--- src/rtl/bcd4digit.sv ---
// Free-running binary-to-BCD converter for the 4-digit display.
// Each 16-clock frame samples the input, runs shift-and-add-3 on it, then updates the digit registers.
module bcd4digit #(
    parameter int unsigned WIDTH  = 14,
    parameter int unsigned MAXVAL = 9999
) (
    input  logic             clk,
    input  logic             rst,
    input  logic [WIDTH-1:0] value,
    output logic [3:0]       A,
    output logic [3:0]       B,
    output logic [3:0]       C,
    output logic [3:0]       D
);

    typedef enum logic [1:0] {StLoad, StShift, StDone} state_t;

    localparam logic [WIDTH-1:0] MaxCode = WIDTH'(MAXVAL);
    localparam logic [3:0]       LastBit = 4'(WIDTH - 1);

    state_t           state;
    logic [3:0]       cnt;
    logic [WIDTH-1:0] bin;
    logic [15:0]      scratch;
    logic [15:0]      adjusted;
    logic [WIDTH-1:0] sampled;

    // Add-3 correction on every nibble, applied before the shift.
    always_comb begin
        adjusted = scratch;
        for (int i = 0; i < 4; i++) begin
            if (scratch[i*4 +: 4] >= 4'd5) begin
                adjusted[i*4 +: 4] = scratch[i*4 +: 4] + 4'd3;
            end
        end
    end

    always_comb begin
        sampled = (value > MaxCode) ? MaxCode : value;
    end

    always_ff @(posedge clk or posedge rst) begin
        if (rst) begin
            state   <= StLoad;
            cnt     <= 4'd0;
            bin     <= '0;
            scratch <= '0;
            A       <= 4'd0;
            B       <= 4'd0;
            C       <= 4'd0;
            D       <= 4'd0;
        end else begin
            unique case (state)
                StLoad: begin
                    bin     <= sampled;
                    scratch <= '0;
                    cnt     <= 4'd0;
                    state   <= StShift;
                end
                StShift: begin
                    scratch <= {adjusted[14:0], bin[WIDTH-1]};
                    bin     <= {bin[WIDTH-2:0], 1'b0};
                    cnt     <= cnt + 4'd1;
                    if (cnt == LastBit) begin
                        state <= StDone;
                    end
                end
                StDone: begin
                    A     <= scratch[15:12];
                    B     <= scratch[11:8];
                    C     <= scratch[7:4];
                    D     <= scratch[3:0];
                    state <= StLoad;
                end
                default: state <= StLoad;
            endcase
        end
    end

endmodule

--- config.mk ---
export PLATFORM = sky130hd
export DESIGN_NAME = bcd4digit
export DESIGN_NICKNAME = d
export VERILOG_FILES = /design/src/rtl/bcd4digit.sv
export SDC_FILE = /design/constraint.sdc
export NUM_CORES = 1
export LEC_CHECK = 0
export CAP_MARGIN = 10
export CELL_PAD_IN_SITES_DETAIL_PLACEMENT = 1
export CELL_PAD_IN_SITES_GLOBAL_PLACEMENT = 2
export CORE_MARGIN = 1.5
export CORE_UTILIZATION = 35
export CTS_CLUSTER_SIZE = 25
export DETAILED_ROUTE_END_ITERATION = 7
export GPL_ROUTABILITY_DRIVEN = 0
export GPL_TIMING_DRIVEN = 0
export PLACE_DENSITY = 0.8
export SLEW_MARGIN = 20
export SYNTH_ARGS = -nofsm -noshare
export SYNTH_HDL_FRONTEND = slang
export SYNTH_SLANG_ARGS = --single-unit
--- constraint.sdc ---
create_clock -name clk -period 1.6 [get_ports clk]
set_input_delay 0.16 -clock clk [delete_from_list [all_inputs] [get_ports clk]]
set_output_delay 0.16 -clock clk [all_outputs]
set_load 0.03 [all_outputs]
======== After elaboration in Yosys (flattened, before gate mapping) ========
Cells that the tools add are included.
word-level totals
  flip-flop bits (word level) ............. 52
  output and inout bits ................... 16
  input bits .............................. 16
  word-level logic and storage cells ...... 34
cells by class
  reductions and logical operators ........ 2
  $lt $le $gt $ge ......................... 5
  equal/unequal tests ..................... 4
  mux-type cells .......................... 10
  add/subtract/negate cells ............... 5
operators with widths
  cell                                                 number
  case mux 16 bit (2 select lines)                     1
  case mux 14 bit (2 select lines)                     1
  >= comparator 4 x 3 -> 1 bit, second input constant  4
  > comparator 14 bit, second input constant           1
  two-way mux 14 bit                                   1
  adder 4 x 2 -> 4 bit, second input constant          3
  two-way mux 4 bit                                    3
  case mux 4 bit (2 select lines)                      1
  adder 4 x 1 -> 4 bit, second input constant          1
  equality test 4 bit, second input constant           1
  case mux 2 bit (2 select lines)                      1
  adder 3 x 2 -> 3 bit, second input constant          1
  two-way mux 3 bit                                    1
  equality test 2 x 1 -> 1 bit, second input constant  1
  equality test 2 bit, second input constant           1
  logical NOT 2 bit                                    1
  two-way mux 2 bit                                    1
  != test 2 bit, second input constant                 1
  nonzero test 2 bit                                   1

======== Logic depth before layout (Yosys ltp) ========
  depth after elaboration ................. 3
  mapped depth ............................ 6
  depth with buffers taken out ............ 6

======== Least setup slack after synthesis ========
OpenSTA, ideal clock, no wires.
  kind .................................... register -> register
  start point ............................. reg scratch[0]
  end point ............................... reg scratch[2]
  period minus slack after synthesis ...... 1.339 ns
  setup slack ............................. 0.261 ns
  cell stages (with the launch flop) ...... 7
  arrival ................................. 1.218 ns
  required time ........................... 1.479 ns
  buffers on the path ..................... 0
  setup time .............................. 0.121 ns
  cell sequence ........................... dfrtp_1 -> inv_1 -> ha_1 -> nand2b_1 -> a21oi_1 -> a21oi_1 -> a22o_1
on the way
  word-level cells in the longest chain between the ends .. 3
  elaborated cells on any way between the ends .. 4
  classes of those cells .................. 1 x add/sub; 1 x order compare; 2 x mux
ends and longest elaborated chain
  element                                                               line    source
  start, declared                                                       24      logic [15:0] scratch;
  start signal, assigned                                                61      scratch <= {adjusted[14:0], bin[WIDTH-1]};
  adder 4 x 2 -> 4 bit or >= comparator 4 x 3 -> 1 bit (tied branches)  33, 32
  two-way mux 4 bit *                                                   32      if (scratch[i*4 +: 4] >= 4'd5) begin
  case mux 16 bit (2 select lines) *                                    53      unique case (state)
Every way passes the cells marked *; elsewhere a longest branch is shown, timed or not.
A chain may end at the register's enable or synchronous reset.

======== Final worst setup path ========
  start point ............................. reg C[3]
  end point ............................... out C[3]
RTL lines
  element                 line  source
  start, declared         12    output logic [3:0] C,
  start signal, assigned  71    C <= scratch[7:4];
No word-level cell between the ends.

==> reports/results.ini <==
[timing]
fin_crit_sh_pct = 93.52
relSlewSlack_pct = 56.30
fin_worst_skew_ps = 10.27
tightest_slew_ps = 655.6
rsz0062_at_grt = false
layout_min_cycle_time_ps = 1496
max_clock_freq_mhz = 668.3
finalHoldViolations = 0
setup-violations-final = 0
setup_ws_ps = 103.7
fin_hold_ws_ps = 287.6
slew_violations = 0

[logic_synthesis]
syn-mean-instance-area_um2 = 10.42
synth_warnings = 0
yosys.area.top_type = dfrtp_1
ys_types = 33
synth_cells = 241
synth_edf_count = 0
synth_top_area_share_pct = 51.79
synth_area_um2 = 2512
synth.cells.most_frequent = dfrtp_1, nand2_1, o21ai_0, a21oi_1, nor2_1
synth-seq-cells = 52
async_flop_share_pct = 100.0
ys_seq_area_share_pct = 51.79
synth_flop_cell = dfrtp_1
synth_most_common_cell = dfrtp_1
yosys-top-cells-area = dfrtp_1, o21ai_0, ha_1
synth.net_count = 267

[die]
num_rows = 30
io_pins = 32
die_area_um2 = 7696
die_x_um = 87.73
initial_utilization_pct = 36.58
coreArea_um2 = 6869
die_h_um = 87.73

[clocking]
cts_root_buffer = clkbuf_8
hold_buffers = 0
cts_max_level = 2
cts_sinks = 52
cts_buffers = 5
clk_pin_slew_worst_paths_ps = 90
post_cts_resize_count = 0
clk_latency_ps = 310
cts_setup_buffers = 0
clockBufferDepth = 2
tritoncts = yes

[pwr]
power_leakage_nw = 1.397
powerDensity_nw_per_um2 = 1111
max-vdd-ir-drop_mv = 0.3563

[setup_path]
crit_buf_inv = 1
worstSetupPathType = register to output pin
cpPeakStageDelay_ps = 670
cp-start-kind = register
crit_path_end_kind = output pin
cp_data_arrival_time_ps = 1340
cp_max_fo = 2
cp_top_family = buffers and inverters
cp_slowest_cell = clkdlybuf4s50_1
r2r_cells = 6
crit_path_cell_trace = clkdlybuf4s50_1
cp.depth = 1
critPathRequiredTime_ps = 1440

[route]
wl_um = 5406
drc = 0
ant_nets = 0
routedWlPerCell_um = 14.38
drt_iter0_drc = 54
routed_via_density = 4.941
first_pass_iters = 4
vias = 1858

[job]
maxCapViolations = 0

[placement]
pre_cts_ws_ps = -19.30
numPortBuffers = 31
place_hpwl_um = 3882

[global_route]
grt_pass1_wl_um = 9211
antenna_found_initial = 0
grt_usage_pct = 15.65
grt-ovfl-total = 0
grt_max_degree = 53
grt_pass1_vias = 1940

[layout]
fin_util_pct = 44.61
fillerInstances = 795
layout-drive-gt1-share_pct = 12.86
syn2layout_area_growth_pct = 21.96
final_nets = 305
insertedDiodeCount = 0

[worst_hold_path]
hold_class = input pin to async pin

[status]
status = finished, final reports clean

layout make-up:
cell class	count	area (µm²)	area share [%]
flip-flops and latches	52	1301	42.47
multi-input cells	165	1095	35.73
repair buffers	31	310.3	10.13
well taps	96	120.1	3.920
plain buffers	12	82.58	2.695
clock buffers	6	72.57	2.368
inverters	12	47.55	1.552
clock inverters	2	35.03	1.143
worst paths after layout:
check                                start    endpoint  slack [ps]
worst max-delay path                  C[3]        C[3]         100
worst max register to register  scratch[4]  scratch[6]         130
worst min-delay path                   rst        B[0]         290
worst min register to register        C[0]        C[0]         480
min in group clk                  value[8]      bin[8]         450
max in group asynchronous              rst  scratch[1]         860
per-stage QoR:
| step | cells | power [mW] | TNS [ps] | cell area [µm²] |
|---|---|---|---|---|
| final | 376 | 3.404 | 0 | 3064 |
| after global routing | 376 | 3.588 | 0 | 3064 |
| after CTS | 376 | 3.467 | 0 | 3053 |
| after detailed placement | 368 | 2.551 | -70.21 | 2945 |
| after global placement | 368 | 2.532 | -46670 | 2943 |
| after floorplan | 241 | 2.136 | 0 | 2512 |
layer usage:
metal,up-vias,GRT usage [%],share of wire (%)
met4,0,4.906,1.5
met3,8,2.828,2.4
met1,912,20.30,46
met2,33,26.51,50
li1,905,-,-
met5,-,0,0
placed cells by master (no fill, tap or decap), types with 10 or more instances in the layout:
cell type	Yosys	routed
o21ai_0	29	29
a22o_1	12	12
dfrtp_1	52	52
inv_1	12	11
nand2b_1	11	11
ha_1	10	10
clkdlybuf4s50_1	0	31
nor2_1	14	14
a21oi_1	15	12
nand2_1	31	31
report_power, final:
| group | switching [mW] | internal, mW | total [mW] |
|---|---|---|---|
| Combinational | 0.489 | 0.433 | 0.922 |
| Clock | 0.432 | 0.465 | 0.897 |
| Sequential | 0.0886 | 1.50 | 1.58 |
cell families after synthesis:
| logic type | count (synthesis) | share of synthesized area (%) |
|---|---|---|
| xor gates and xnor gates | 5 | 1.743 |
| muxes | 9 | 4.582 |
| adders and majority gates | 10 | 4.980 |
| DFF | 52 | 51.79 |
| and+or+nand+nor | 68 | 12.80 |
| buffers and inverters | 24 | 5.079 |
| AOI/OAI and AO/OA | 73 | 19.02 |
flip-flops by register name, summed over array words and instances, names as in the netlist:
register  flops
scratch      16
bin          14
A             4
B             4
C             4
D             4
cnt           4
state         2
Note: power is estimated with default switching activity, not from simulation.
